### config.mk
export PLATFORM = sky130hd
export DESIGN_NAME = tmr_scrub_controller_flat
export DESIGN_NICKNAME = d
export VERILOG_FILES = /design/src/rtl/tmr_scrub_controller_if.sv /design/src/rtl/tmr_scrub_controller.sv /design/src/flat_wrapper.sv
export SDC_FILE = /design/constraint.sdc
export NUM_CORES = 1
export LEC_CHECK = 0
export CAP_MARGIN = 20
export CORE_UTILIZATION = 50
export CTS_CLUSTER_SIZE = 28
export DETAILED_ROUTE_END_ITERATION = 10
export GPL_TIMING_DRIVEN = 0
export HOLD_SLACK_MARGIN = 0.06
export PLACE_DENSITY = 0.76
export SKIP_CTS_REPAIR_TIMING = 1
export SYNTH_ARGS = -nofsm -noshare
export SYNTH_HDL_FRONTEND = slang
export SYNTH_SLANG_ARGS = --single-unit
export TNS_END_PERCENT = 30
### constraint.sdc
create_clock -name clk -period 3.6 [get_ports clk]
set_input_delay 0.72 -clock clk [delete_from_list [all_inputs] [get_ports clk]]
set_output_delay 0.72 -clock clk [all_outputs]
set_load 0.005 [all_outputs]
### src/rtl/tmr_scrub_controller_if.sv
// Bus between a triplicated datapath supervisor and its environment:
// replica samples and scrub acknowledge in, voted result and health status out.
interface tmr_scrub_controller_if #(
    parameter int unsigned W     = 2,
    parameter int unsigned CNT_W = 8
);
    logic             in_valid;
    logic [W-1:0]     rep0;
    logic [W-1:0]     rep1;
    logic [W-1:0]     rep2;
    logic             scrub_ack;
    logic             voted_valid;
    logic [W-1:0]     voted;
    logic [2:0]       mismatch;
    logic             uncorrectable;
    logic             scrub_req;
    logic [1:0]       scrub_sel;
    logic [2:0]       replica_failed;
    logic             degraded;
    logic [CNT_W-1:0] err_cnt0;
    logic [CNT_W-1:0] err_cnt1;
    logic [CNT_W-1:0] err_cnt2;

    // Environment side: drives replica samples and scrub acknowledge.
    modport master (
        output in_valid, rep0, rep1, rep2, scrub_ack,
        input  voted_valid, voted, mismatch, uncorrectable, scrub_req, scrub_sel,
               replica_failed, degraded, err_cnt0, err_cnt1, err_cnt2
    );

    // Controller side.
    modport slave (
        input  in_valid, rep0, rep1, rep2, scrub_ack,
        output voted_valid, voted, mismatch, uncorrectable, scrub_req, scrub_sel,
               replica_failed, degraded, err_cnt0, err_cnt1, err_cnt2
    );
endinterface

### src/rtl/tmr_scrub_controller.sv
// tmr_scrub_controller: registered voting over three replica outputs,
// per-replica error/streak tracking, one-at-a-time scrub sequencing and
// retirement of replicas that exhaust their scrub budget.
module tmr_scrub_controller #(
    parameter int unsigned W         = 2,
    parameter int unsigned THRESH    = 4,
    parameter int unsigned HOLDOFF   = 8,
    parameter int unsigned MAX_SCRUB = 3,
    parameter int unsigned CNT_W     = 8
) (
    input  logic                  clk,
    input  logic                  rst,
    tmr_scrub_controller_if.slave bus
);
    localparam int unsigned STK_W = $clog2(THRESH + 1);
    localparam int unsigned SCR_W = $clog2(MAX_SCRUB + 1);
    localparam int unsigned HLD_W = $clog2(HOLDOFF + 1);

    typedef enum logic [1:0] {MONITOR, SCRUB_REQ, HOLD} state_t;

    state_t           state_q, state_d;
    logic [1:0]       sel_q, sel_d;
    logic             req_q, req_d;
    logic [HLD_W-1:0] hold_q, hold_d;
    logic [2:0]       failed_q, failed_d;
    logic             vvalid_q;
    logic [W-1:0]     voted_q, voted_d;
    logic [2:0]       mism_q, mism_d;
    logic             unc_q, unc_d;
    logic [STK_W-1:0] streak_q [3];
    logic [STK_W-1:0] streak_d [3];
    logic [SCR_W-1:0] scrubs_q [3];
    logic [SCR_W-1:0] scrubs_d [3];
    logic [CNT_W-1:0] err_q [3];
    logic [CNT_W-1:0] err_d [3];

    logic [W-1:0]     rep [3];
    logic [2:0]       ign;
    logic [1:0]       n_ign;
    logic [W-1:0]     vote;
    logic             vote_unc;
    logic             found;
    logic [1:0]       pick;

    // Vote over replicas that are neither retired nor in post-scrub holdoff.
    always_comb begin
        rep[0] = bus.rep0;
        rep[1] = bus.rep1;
        rep[2] = bus.rep2;
        for (int unsigned i = 0; i < 3; i++) begin
            ign[i] = failed_q[i] | ((state_q == HOLD) && (sel_q == 2'(i)));
        end
        n_ign    = 2'(ign[0]) + 2'(ign[1]) + 2'(ign[2]);
        vote     = (rep[0] & rep[1]) | (rep[1] & rep[2]) | (rep[0] & rep[2]);
        vote_unc = (rep[0] != rep[1]) && (rep[1] != rep[2]) && (rep[0] != rep[2]);
        if (n_ign == 2'd1) begin
            if (ign[0]) begin
                vote     = rep[1];
                vote_unc = (rep[1] != rep[2]);
            end else if (ign[1]) begin
                vote     = rep[0];
                vote_unc = (rep[0] != rep[2]);
            end else begin
                vote     = rep[0];
                vote_unc = (rep[0] != rep[1]);
            end
        end else if (n_ign >= 2'd2) begin
            vote_unc = 1'b1;
            if (!ign[0]) begin
                vote = rep[0];
            end else if (!ign[1]) begin
                vote = rep[1];
            end else if (!ign[2]) begin
                vote = rep[2];
            end else begin
                vote = rep[0];
            end
        end
    end

    // Next-state: sample bookkeeping first, then FSM actions override streaks.
    always_comb begin
        state_d  = state_q;
        sel_d    = sel_q;
        req_d    = req_q;
        hold_d   = hold_q;
        failed_d = failed_q;
        voted_d  = voted_q;
        mism_d   = mism_q;
        unc_d    = unc_q;
        found    = 1'b0;
        pick     = '0;
        for (int unsigned i = 0; i < 3; i++) begin
            streak_d[i] = streak_q[i];
            scrubs_d[i] = scrubs_q[i];
            err_d[i]    = err_q[i];
        end

        if (bus.in_valid) begin
            voted_d = vote;
            unc_d   = vote_unc;
            for (int unsigned i = 0; i < 3; i++) begin
                mism_d[i] = 1'b0;
                if (!ign[i]) begin
                    if (rep[i] != vote) begin
                        mism_d[i] = 1'b1;
                        if (err_q[i] != '1) begin
                            err_d[i] = err_q[i] + 1'b1;
                        end
                        if (streak_q[i] != STK_W'(THRESH)) begin
                            streak_d[i] = streak_q[i] + 1'b1;
                        end
                    end else begin
                        streak_d[i] = '0;
                    end
                end
            end
        end

        for (int unsigned i = 0; i < 3; i++) begin
            if (!found && !failed_q[i] && (streak_q[i] == STK_W'(THRESH))) begin
                found = 1'b1;
                pick  = 2'(i);
            end
        end

        case (state_q)
            MONITOR: begin
                if (found) begin
                    for (int unsigned i = 0; i < 3; i++) begin
                        if (pick == 2'(i)) begin
                            if (scrubs_q[i] == SCR_W'(MAX_SCRUB)) begin
                                failed_d[i] = 1'b1;
                                streak_d[i] = '0;
                            end else begin
                                sel_d   = pick;
                                req_d   = 1'b1;
                                state_d = SCRUB_REQ;
                            end
                        end
                    end
                end
            end
            SCRUB_REQ: begin
                if (bus.scrub_ack) begin
                    req_d   = 1'b0;
                    hold_d  = HLD_W'(HOLDOFF);
                    state_d = HOLD;
                    for (int unsigned i = 0; i < 3; i++) begin
                        if (sel_q == 2'(i)) begin
                            scrubs_d[i] = scrubs_q[i] + 1'b1;
                            streak_d[i] = '0;
                        end
                    end
                end
            end
            HOLD: begin
                if (hold_q == HLD_W'(1)) begin
                    hold_d  = '0;
                    state_d = MONITOR;
                end else begin
                    hold_d = hold_q - 1'b1;
                end
            end
            default: begin
                state_d = MONITOR;
                req_d   = 1'b0;
            end
        endcase
    end

    // State and status registers with synchronous reset.
    always_ff @(posedge clk) begin
        if (rst) begin
            state_q  <= MONITOR;
            sel_q    <= '0;
            req_q    <= 1'b0;
            hold_q   <= '0;
            failed_q <= '0;
            vvalid_q <= 1'b0;
            voted_q  <= '0;
            mism_q   <= '0;
            unc_q    <= 1'b0;
            for (int unsigned i = 0; i < 3; i++) begin
                streak_q[i] <= '0;
                scrubs_q[i] <= '0;
                err_q[i]    <= '0;
            end
        end else begin
            state_q  <= state_d;
            sel_q    <= sel_d;
            req_q    <= req_d;
            hold_q   <= hold_d;
            failed_q <= failed_d;
            vvalid_q <= bus.in_valid;
            voted_q  <= voted_d;
            mism_q   <= mism_d;
            unc_q    <= unc_d;
            for (int unsigned i = 0; i < 3; i++) begin
                streak_q[i] <= streak_d[i];
                scrubs_q[i] <= scrubs_d[i];
                err_q[i]    <= err_d[i];
            end
        end
    end

    assign bus.voted_valid    = vvalid_q;
    assign bus.voted          = voted_q;
    assign bus.mismatch       = mism_q;
    assign bus.uncorrectable  = unc_q;
    assign bus.scrub_req      = req_q;
    assign bus.scrub_sel      = sel_q;
    assign bus.replica_failed = failed_q;
    assign bus.degraded       = (failed_q[0] & failed_q[1]) | (failed_q[1] & failed_q[2]) |
                                (failed_q[0] & failed_q[2]);
    assign bus.err_cnt0       = err_q[0];
    assign bus.err_cnt1       = err_q[1];
    assign bus.err_cnt2       = err_q[2];
endmodule
### src/flat_wrapper.sv
// flat-port wrapper written by rule: the top's interface ports become plain ports
module tmr_scrub_controller_flat 
#(
    parameter int unsigned W         = 2,
    parameter int unsigned THRESH    = 4,
    parameter int unsigned HOLDOFF   = 8,
    parameter int unsigned MAX_SCRUB = 3,
    parameter int unsigned CNT_W     = 8
)
  (clk, rst, bus_in_valid, bus_rep0, bus_rep1, bus_rep2, bus_scrub_ack, bus_voted_valid, bus_voted, bus_mismatch, bus_uncorrectable, bus_scrub_req, bus_scrub_sel, bus_replica_failed, bus_degraded, bus_err_cnt0, bus_err_cnt1, bus_err_cnt2);
  tmr_scrub_controller_if #(.W(W), .CNT_W(CNT_W)) bus_i ();
  input  logic clk;
  input  logic rst;
  input wire logic [$bits(bus_i.in_valid)-1:0] bus_in_valid;
  input wire logic [$bits(bus_i.rep0)-1:0] bus_rep0;
  input wire logic [$bits(bus_i.rep1)-1:0] bus_rep1;
  input wire logic [$bits(bus_i.rep2)-1:0] bus_rep2;
  input wire logic [$bits(bus_i.scrub_ack)-1:0] bus_scrub_ack;
  output wire logic [$bits(bus_i.voted_valid)-1:0] bus_voted_valid;
  output wire logic [$bits(bus_i.voted)-1:0] bus_voted;
  output wire logic [$bits(bus_i.mismatch)-1:0] bus_mismatch;
  output wire logic [$bits(bus_i.uncorrectable)-1:0] bus_uncorrectable;
  output wire logic [$bits(bus_i.scrub_req)-1:0] bus_scrub_req;
  output wire logic [$bits(bus_i.scrub_sel)-1:0] bus_scrub_sel;
  output wire logic [$bits(bus_i.replica_failed)-1:0] bus_replica_failed;
  output wire logic [$bits(bus_i.degraded)-1:0] bus_degraded;
  output wire logic [$bits(bus_i.err_cnt0)-1:0] bus_err_cnt0;
  output wire logic [$bits(bus_i.err_cnt1)-1:0] bus_err_cnt1;
  output wire logic [$bits(bus_i.err_cnt2)-1:0] bus_err_cnt2;
  assign bus_i.in_valid = bus_in_valid;
  assign bus_i.rep0 = bus_rep0;
  assign bus_i.rep1 = bus_rep1;
  assign bus_i.rep2 = bus_rep2;
  assign bus_i.scrub_ack = bus_scrub_ack;
  assign bus_voted_valid = bus_i.voted_valid;
  assign bus_voted = bus_i.voted;
  assign bus_mismatch = bus_i.mismatch;
  assign bus_uncorrectable = bus_i.uncorrectable;
  assign bus_scrub_req = bus_i.scrub_req;
  assign bus_scrub_sel = bus_i.scrub_sel;
  assign bus_replica_failed = bus_i.replica_failed;
  assign bus_degraded = bus_i.degraded;
  assign bus_err_cnt0 = bus_i.err_cnt0;
  assign bus_err_cnt1 = bus_i.err_cnt1;
  assign bus_err_cnt2 = bus_i.err_cnt2;
  tmr_scrub_controller #(.W(W), .THRESH(THRESH), .HOLDOFF(HOLDOFF), .MAX_SCRUB(MAX_SCRUB), .CNT_W(CNT_W)) u_core (.clk(clk), .rst(rst), .bus(bus_i));
endmodule
==> run metrics, run 1 <==
total CTS buffers=9; Setup Skew=0.00686 ns; H-tree depth=3; pwr dens=363 nW/um^2; Max VDD drop=236 uV; initial antenna violation count=0; Worst-Margin Slew=slightly above 0.7 ns; drt first pass iters=5; Syn Inst Count=437; hold slack=0.470 ns; Initial Util=0.527; CTS tree=done; Slowest-stage cell, CP=or4b_4; Vias per Instance=5.90; Max Fanout on Critical Path=8; final cycle utilization of the critical path=0.986; hpwl dp=between 6000 and 7000 um; Die W=~87 um; MaxCap Viol Count=0; critical path arrival=3.79 ns; R2R Path Start=u_core.state_q[0]$_SDFFE_PP0P_; top cell family by delay on the critical path=simple AND/OR/NAND/NOR gates; number of synthesized flops with an enable pin=0; clock slew seen by the registers of the worst setup and hold paths=0.07 ns; row cnt=30; HP Start=u_core.scrubs_q[0][3]$_SDFFE_PP0P_; Nets=535; Slew HR=0.516; Seq cells post-synth=between 50 and 60; final hold viol count=0; Mapped Avg Cell Area=8.33 sq um; Worst setup SP type=register; total die area=7620 sq um; Critical Setup Path Class=reg2reg; Fmax=282 MHz; port buffer count=46; final max-slew violation count=0; Synth Cell Area=3640 sq um; WP data required=between 3 and 4 ns; CP Buf/Inv Count=2; clock root buffer=clkbuf_8; Warnings, synthesis=0; global-route wire length before repair=14500 um; Mapped Nets=468; Seq/Total Area, Yosys=0.319; PnR Total Power=1.70 mW; vias in the first global route=3043; Synth area leader=dfxtp_1; crit path capture type=register; filler cell count=584; clk buf depth=2; LEAKAGE=1.72 nW; CP dominant cell by count=nor4_4; Crit. Startpoint=u_core.state_q[0]$_SDFFE_PP0P_; Max stage delay on crit path=around 0.57 ns; # IOs=48; worst skew pair latency=0.35 ns; post-synth cell types=67; Synth top area share=0.319; drt total wl=9610 um; core box area=6910 sq um; post-route ant nets=0; largest cells by area after synthesis=dfxtp_1 32%, ha_1 6.9%, nor2_1 5.2%; DRT iter0 DRCs=239; largest net degree at the start of global routing=11; Final setup viols=0; Via Count=about 3600; CTS sink cnt=58; Period minus WS final=3.55 ns; status=complete, no violations; critical path cell sequence=or4b_4 -> nand2_8 -> inv_6 -> fa_2 -> nand2b_4 -> or4_4 -> o311ai_4 -> o2bb2ai_2 -> nor4_4 -> buf_4 -> nor4_4 -> mux2_4; residual DRC count=0; Die Span Y=around 87 um; area delta synth->final=28.6%; Routed WL per cell=between 15 and 20 um; Async S/R FF share, synth=0; layout cell share with drive strength beyond 1=0.147; Post-synth top flop=dfxtp_1; RePlAce Congestion=about 0.9; Total GRT Usage=0.248; hold crit path type=reg2reg; # diodes=0; total gr overflow=0
[final timing paths]
kind | endpoint | slack (ns) | depth (start not counted)
worst min register to register | u_core.scrubs_q[0][3]$_SDFFE_PP0P_ | 0.47 | 2
worst max register to register | u_core.err_q[0][22]$_SDFFE_PP0P_ | 0.05 | 12
worst max-delay path | u_core.err_q[0][22]$_SDFFE_PP0P_ | 0.05 | 12
worst min-delay path | u_core.scrubs_q[0][3]$_SDFFE_PP0P_ | 0.47 | 2
[synth_stat cells, types with 4 or more instances]
master	n
or4_1	4
nor2_1	50
and3_1	6
a211oi_1	9
o2111ai_1	6
nand3_1	25
a21o_1	6
nor2b_1	17
ha_1	20
nor3_1	9
nand2b_1	9
clkbuf_1	12
o22ai_1	5
mux2i_1	8
dfxtp_1	58
mux2_2	8
or3_1	10
nand2_1	31
o2bb2ai_1	5
inv_1	17
mux2_4	4
nand4_1	8
o21ai_0	11
a21oi_1	31
[cell type report]
class                           instances  area, sq um  area share
Clock buffer                           12          155      0.0332
Sequential cell                        58         1170       0.249
Clock inverter                          4         97.6      0.0209
Inverter                               18         72.6      0.0155
Tap cell                               96          120      0.0257
Buffer                                 17         91.3      0.0195
Multi-Input combinational cell        343         2430       0.520
Timing Repair Buffer                   57          541       0.116
[cells in the final DEF (no fill, tap or decap), types with 3 or more instances in the layout]
master / netlist / routed
o211ai_1: 3 / 3
nor4_4: 0 / 3
nand3b_1: 3 / 3
mux2i_1: 8 / 8
a21oi_1: 31 / 30
a211oi_1: 9 / 5
nand4_1: 8 / 8
a21o_1: 6 / 6
or3_1: 10 / 10
o21ai_0: 11 / 11
nor2b_1: 17 / 17
o22ai_1: 5 / 5
nand2_1: 31 / 31
nor3_1: 9 / 9
o21ai_1: 3 / 3
o2bb2ai_1: 5 / 3
mux2_2: 8 / 7
clkbuf_8: 0 / 11
nand2b_1: 9 / 8
nor2_1: 50 / 48
bufinv_16: 0 / 3
o21bai_1: 3 / 3
clkbuf_1: 12 / 10
a31oi_1: 3 / 3
a211oi_2: 0 / 4
o2111ai_1: 6 / 6
and2_1: 3 / 3
dfxtp_1: 58 / 55
mux2_4: 4 / 5
buf_4: 1 / 12
nand3_1: 25 / 25
clkdlybuf4s50_1: 0 / 46
and3_1: 6 / 6
a311oi_1: 3 / 3
ha_1: 20 / 20
inv_1: 17 / 17
[metal layers]
metal  GRT usage  vias to the layer above  part of all wire
li1            -                     1746                 -
met1       0.325                     1673              0.45
met2       0.393                      130              0.47
met3      0.0521                       18             0.061
met4       0.109                        0             0.020
met5           0                        -                 0
[flip-flops by register name (all words and copies together), names as in the netlist]
name and count:
u_core.bus.uncorrectable 1, u_core.bus.scrub_req 1, u_core.bus.voted_valid 1, u_core.streak_q 9, u_core.bus.scrub_sel 2, u_core.err_q 24
u_core.state_q 2, u_core.bus.mismatch 3, u_core.bus.voted 2, u_core.scrubs_q 6, u_core.bus.replica_failed 3, u_core.hold_q 4
[cells by family (layout without fill, tap and decap cells)]
group           after synthesis  in the layout  synth area share
buf+inv                      36            108            0.0433
simple gates                192            192             0.285
compound gates              107            107             0.208
xor+xnor                      3              3           0.00722
fa+ha+maj                    21             21            0.0743
mux                          20             20            0.0633
flops                        58             58             0.319
[report_power, final]
part           internal (mW)  switching (mW)
logic                  0.119           0.131
clock network          0.498           0.270
registers              0.662          0.0184
total                   1.28           0.420
[tightest hold or removal path, stage by stage, from the launching register on]
cell     delay (ns)
dfxtp_1        0.32
nand2_1        0.05
a21oi_1        0.05
[through the flow]
step	cell area, sq um	util	std cells	TNS [ns]	worst slack [ns]
floorplan	3640	-	437	-0.0143	-0.0143
global placement	4220	0.611	579	-10.18	-0.556
detailed placement	4220	0.611	579	-11.48	-0.605
CTS	4470	0.648	595	-12.40	-0.642
global route	4680	0.678	605	-0.161	-0.0434
finish	4680	0.678	605	0	0.0502
Power figures use the tool's default switching activity.
==> inputs of run 2 (changes only) <==
--- a/config.mk
+++ b/config.mk
@@ -7,6 +7,7 @@
 export LEC_CHECK = 0
 export CAP_MARGIN = 20
 export CORE_UTILIZATION = 50
+export CTS_BUF_LIST = sky130_fd_sc_hd__clkbuf_8 sky130_fd_sc_hd__clkbuf_16
 export CTS_CLUSTER_SIZE = 28
 export DETAILED_ROUTE_END_ITERATION = 10
 export GPL_TIMING_DRIVEN = 0
==> run metrics, run 2 (same netlist as run 1, synthesis figures left out) <==
WP data required=3.84 ns (about the same); # IOs=48 (unchanged); Worst setup SP type=register; Fmax=282 MHz (about the same); H-tree depth=3 (unchanged); total CTS buffers=9 (unchanged); Worst-Margin Slew=0.727 ns (+0.00612 ns); total die area=7620 sq um (unchanged); Nets=535 (unchanged); most common cell after layout, fill and taps aside=dfxtp_1; fin util=0.678 (unchanged); CTS sink cnt=58 (unchanged); final cycle utilization of the critical path=0.986 (about the same); initial antenna violation count=0 (unchanged); Setup Skew=0.00632 ns (-0.000547 ns); status=complete, no violations; final instance area=4680 sq um (unchanged); Die W=87.3 um (unchanged); clock slew seen by the registers of the worst setup and hold paths=0.07 ns (about the same); Period minus WS final=3.55 ns (-0.00122 ns); LEAKAGE=1.73 nW (+0.24%); Critical Setup Path Class=reg2reg; Via Count=3577 (+0.28%); PnR Total Power=1.70 mW (+0.22%); critical path arrival=3.79 ns (about the same); largest net degree at the start of global routing=11 (unchanged); Placed Area=4220 sq um (unchanged); core box area=6910 sq um (unchanged); placed cell count=579 (unchanged); final max-slew violation count=0 (unchanged); Final setup viols=0 (unchanged); row cnt=30 (unchanged); clk buf depth=2 (unchanged); MaxCap Viol Count=0 (unchanged); worst skew pair latency=0.35 ns (about the same); Initial Util=0.527 (unchanged); area delta synth->final=28.6% (unchanged); pwr dens=364 nW/um^2 (+0.22%); crit path capture type=register; Die Span Y=87.3 um (unchanged); Max VDD drop=236 uV (about the same); clock root buffer=clkbuf_8; DRT iter0 DRCs=243 (+1.7%); final hold viol count=0 (unchanged); post-route ant nets=0 (unchanged); # diodes=0 (unchanged); Slew HR=0.511 (-0.00411); RePlAce Congestion=0.903 (unchanged); filler cell count=584 (unchanged); CTS tree=done; Routed WL per cell=15.9 um (+0.26%); top flop regs=u_core.err_q (24), u_core.streak_q (9), u_core.scrubs_q (6); port buffer count=46 (unchanged); global-route wire length before repair=14500 um (unchanged); max reg flops=24 (unchanged); drt first pass iters=5 (unchanged); fin cells=605 (unchanged); vias in the first global route=3043 (unchanged); Vias per Instance=5.91 (+0.28%); total gr overflow=0 (unchanged); layout cell share with drive strength beyond 1=0.147 (unchanged); most frequent cells in the layout=55 x dfxtp_1, 48 x nor2_1, 46 x clkdlybuf4s50_1; hpwl dp=6540 um (unchanged); residual DRC count=0 (unchanged); Max Fanout on Critical Path=8 (unchanged); Total GRT Usage=0.248 (unchanged); hold crit path type=reg2reg; drt total wl=9640 um (+0.26%); Biggest register=u_core.err_q
[run 2: per-stage QoR]
| stage | hold WS [ns] | setup WS (ns) | setup TNS (ns) |
|---|---|---|---|
| after floorplan | 0.440 | -0.0143 | -0.0143 |
| after global placement | 0.447 | -0.556 | -10.18 |
| after detailed placement | 0.459 | -0.605 | -11.48 |
| after CTS | 0.468 | -0.642 | -12.38 |
| after global routing | 0.492 | -0.0434 | -0.161 |
| final | 0.467 | 0.0515 | 0 |
[run 2: critical path: stages (launching register included)]
cell and delay [ns]:
dfxtp_1 0.35, or4b_4 0.57, nand2_8 0.11, inv_6 0.06, fa_2 0.45, nand2b_4 0.16
or4_4 0.52, o311ai_4 0.15, o2bb2ai_2 0.20, nor4_4 0.07, buf_4 0.17, nor4_4 0.30
mux2_4 0.33
[run 2: report_power, final]
part           switching (mW)  internal, mW  leakage, nW
logic                   0.132         0.119         1.13
clock network           0.276         0.495        0.127
registers              0.0183         0.662        0.472
total                   0.426          1.28         1.73
[run 2: cell type report]
class / count / area (sq um) / area share
multi-input cells: 343 / 2430 / 0.520
flip-flops and latches: 58 / 1170 / 0.249
repair buffers: 57 / 541 / 0.116
clock buffers: 11 / 151 / 0.0324
well taps: 96 / 120 / 0.0257
clock inverters: 5 / 101 / 0.0217
plain buffers: 17 / 91.3 / 0.0195
inverters: 18 / 72.6 / 0.0155
[run 2: per-layer routing]
layer / share of wire / track usage / up-vias / wire (um)
met4: 0.021 / 0.109 / 0 / 205
met3: 0.054 / 0.0521 / 18 / 520
met2: 0.47 / 0.393 / 126 / 4570
met1: 0.45 / 0.325 / 1689 / 4340
met5: 0 / 0 / - / 0
li1: - / - / 1744 / -
[run 2: path summary, 6_finish.rpt]
check / cells after the start / startpoint / end / slack (ns)
min reg2reg: 2 / u_core.scrubs_q[0][3]$_SDFFE_PP0P_ / u_core.scrubs_q[0][3]$_SDFFE_PP0P_ / 0.47
max reg2reg: 12 / u_core.state_q[0]$_SDFFE_PP0P_ / u_core.err_q[0][22]$_SDFFE_PP0P_ / 0.05
min: 2 / u_core.scrubs_q[0][3]$_SDFFE_PP0P_ / u_core.scrubs_q[0][3]$_SDFFE_PP0P_ / 0.47
max: 12 / u_core.state_q[0]$_SDFFE_PP0P_ / u_core.err_q[0][22]$_SDFFE_PP0P_ / 0.05
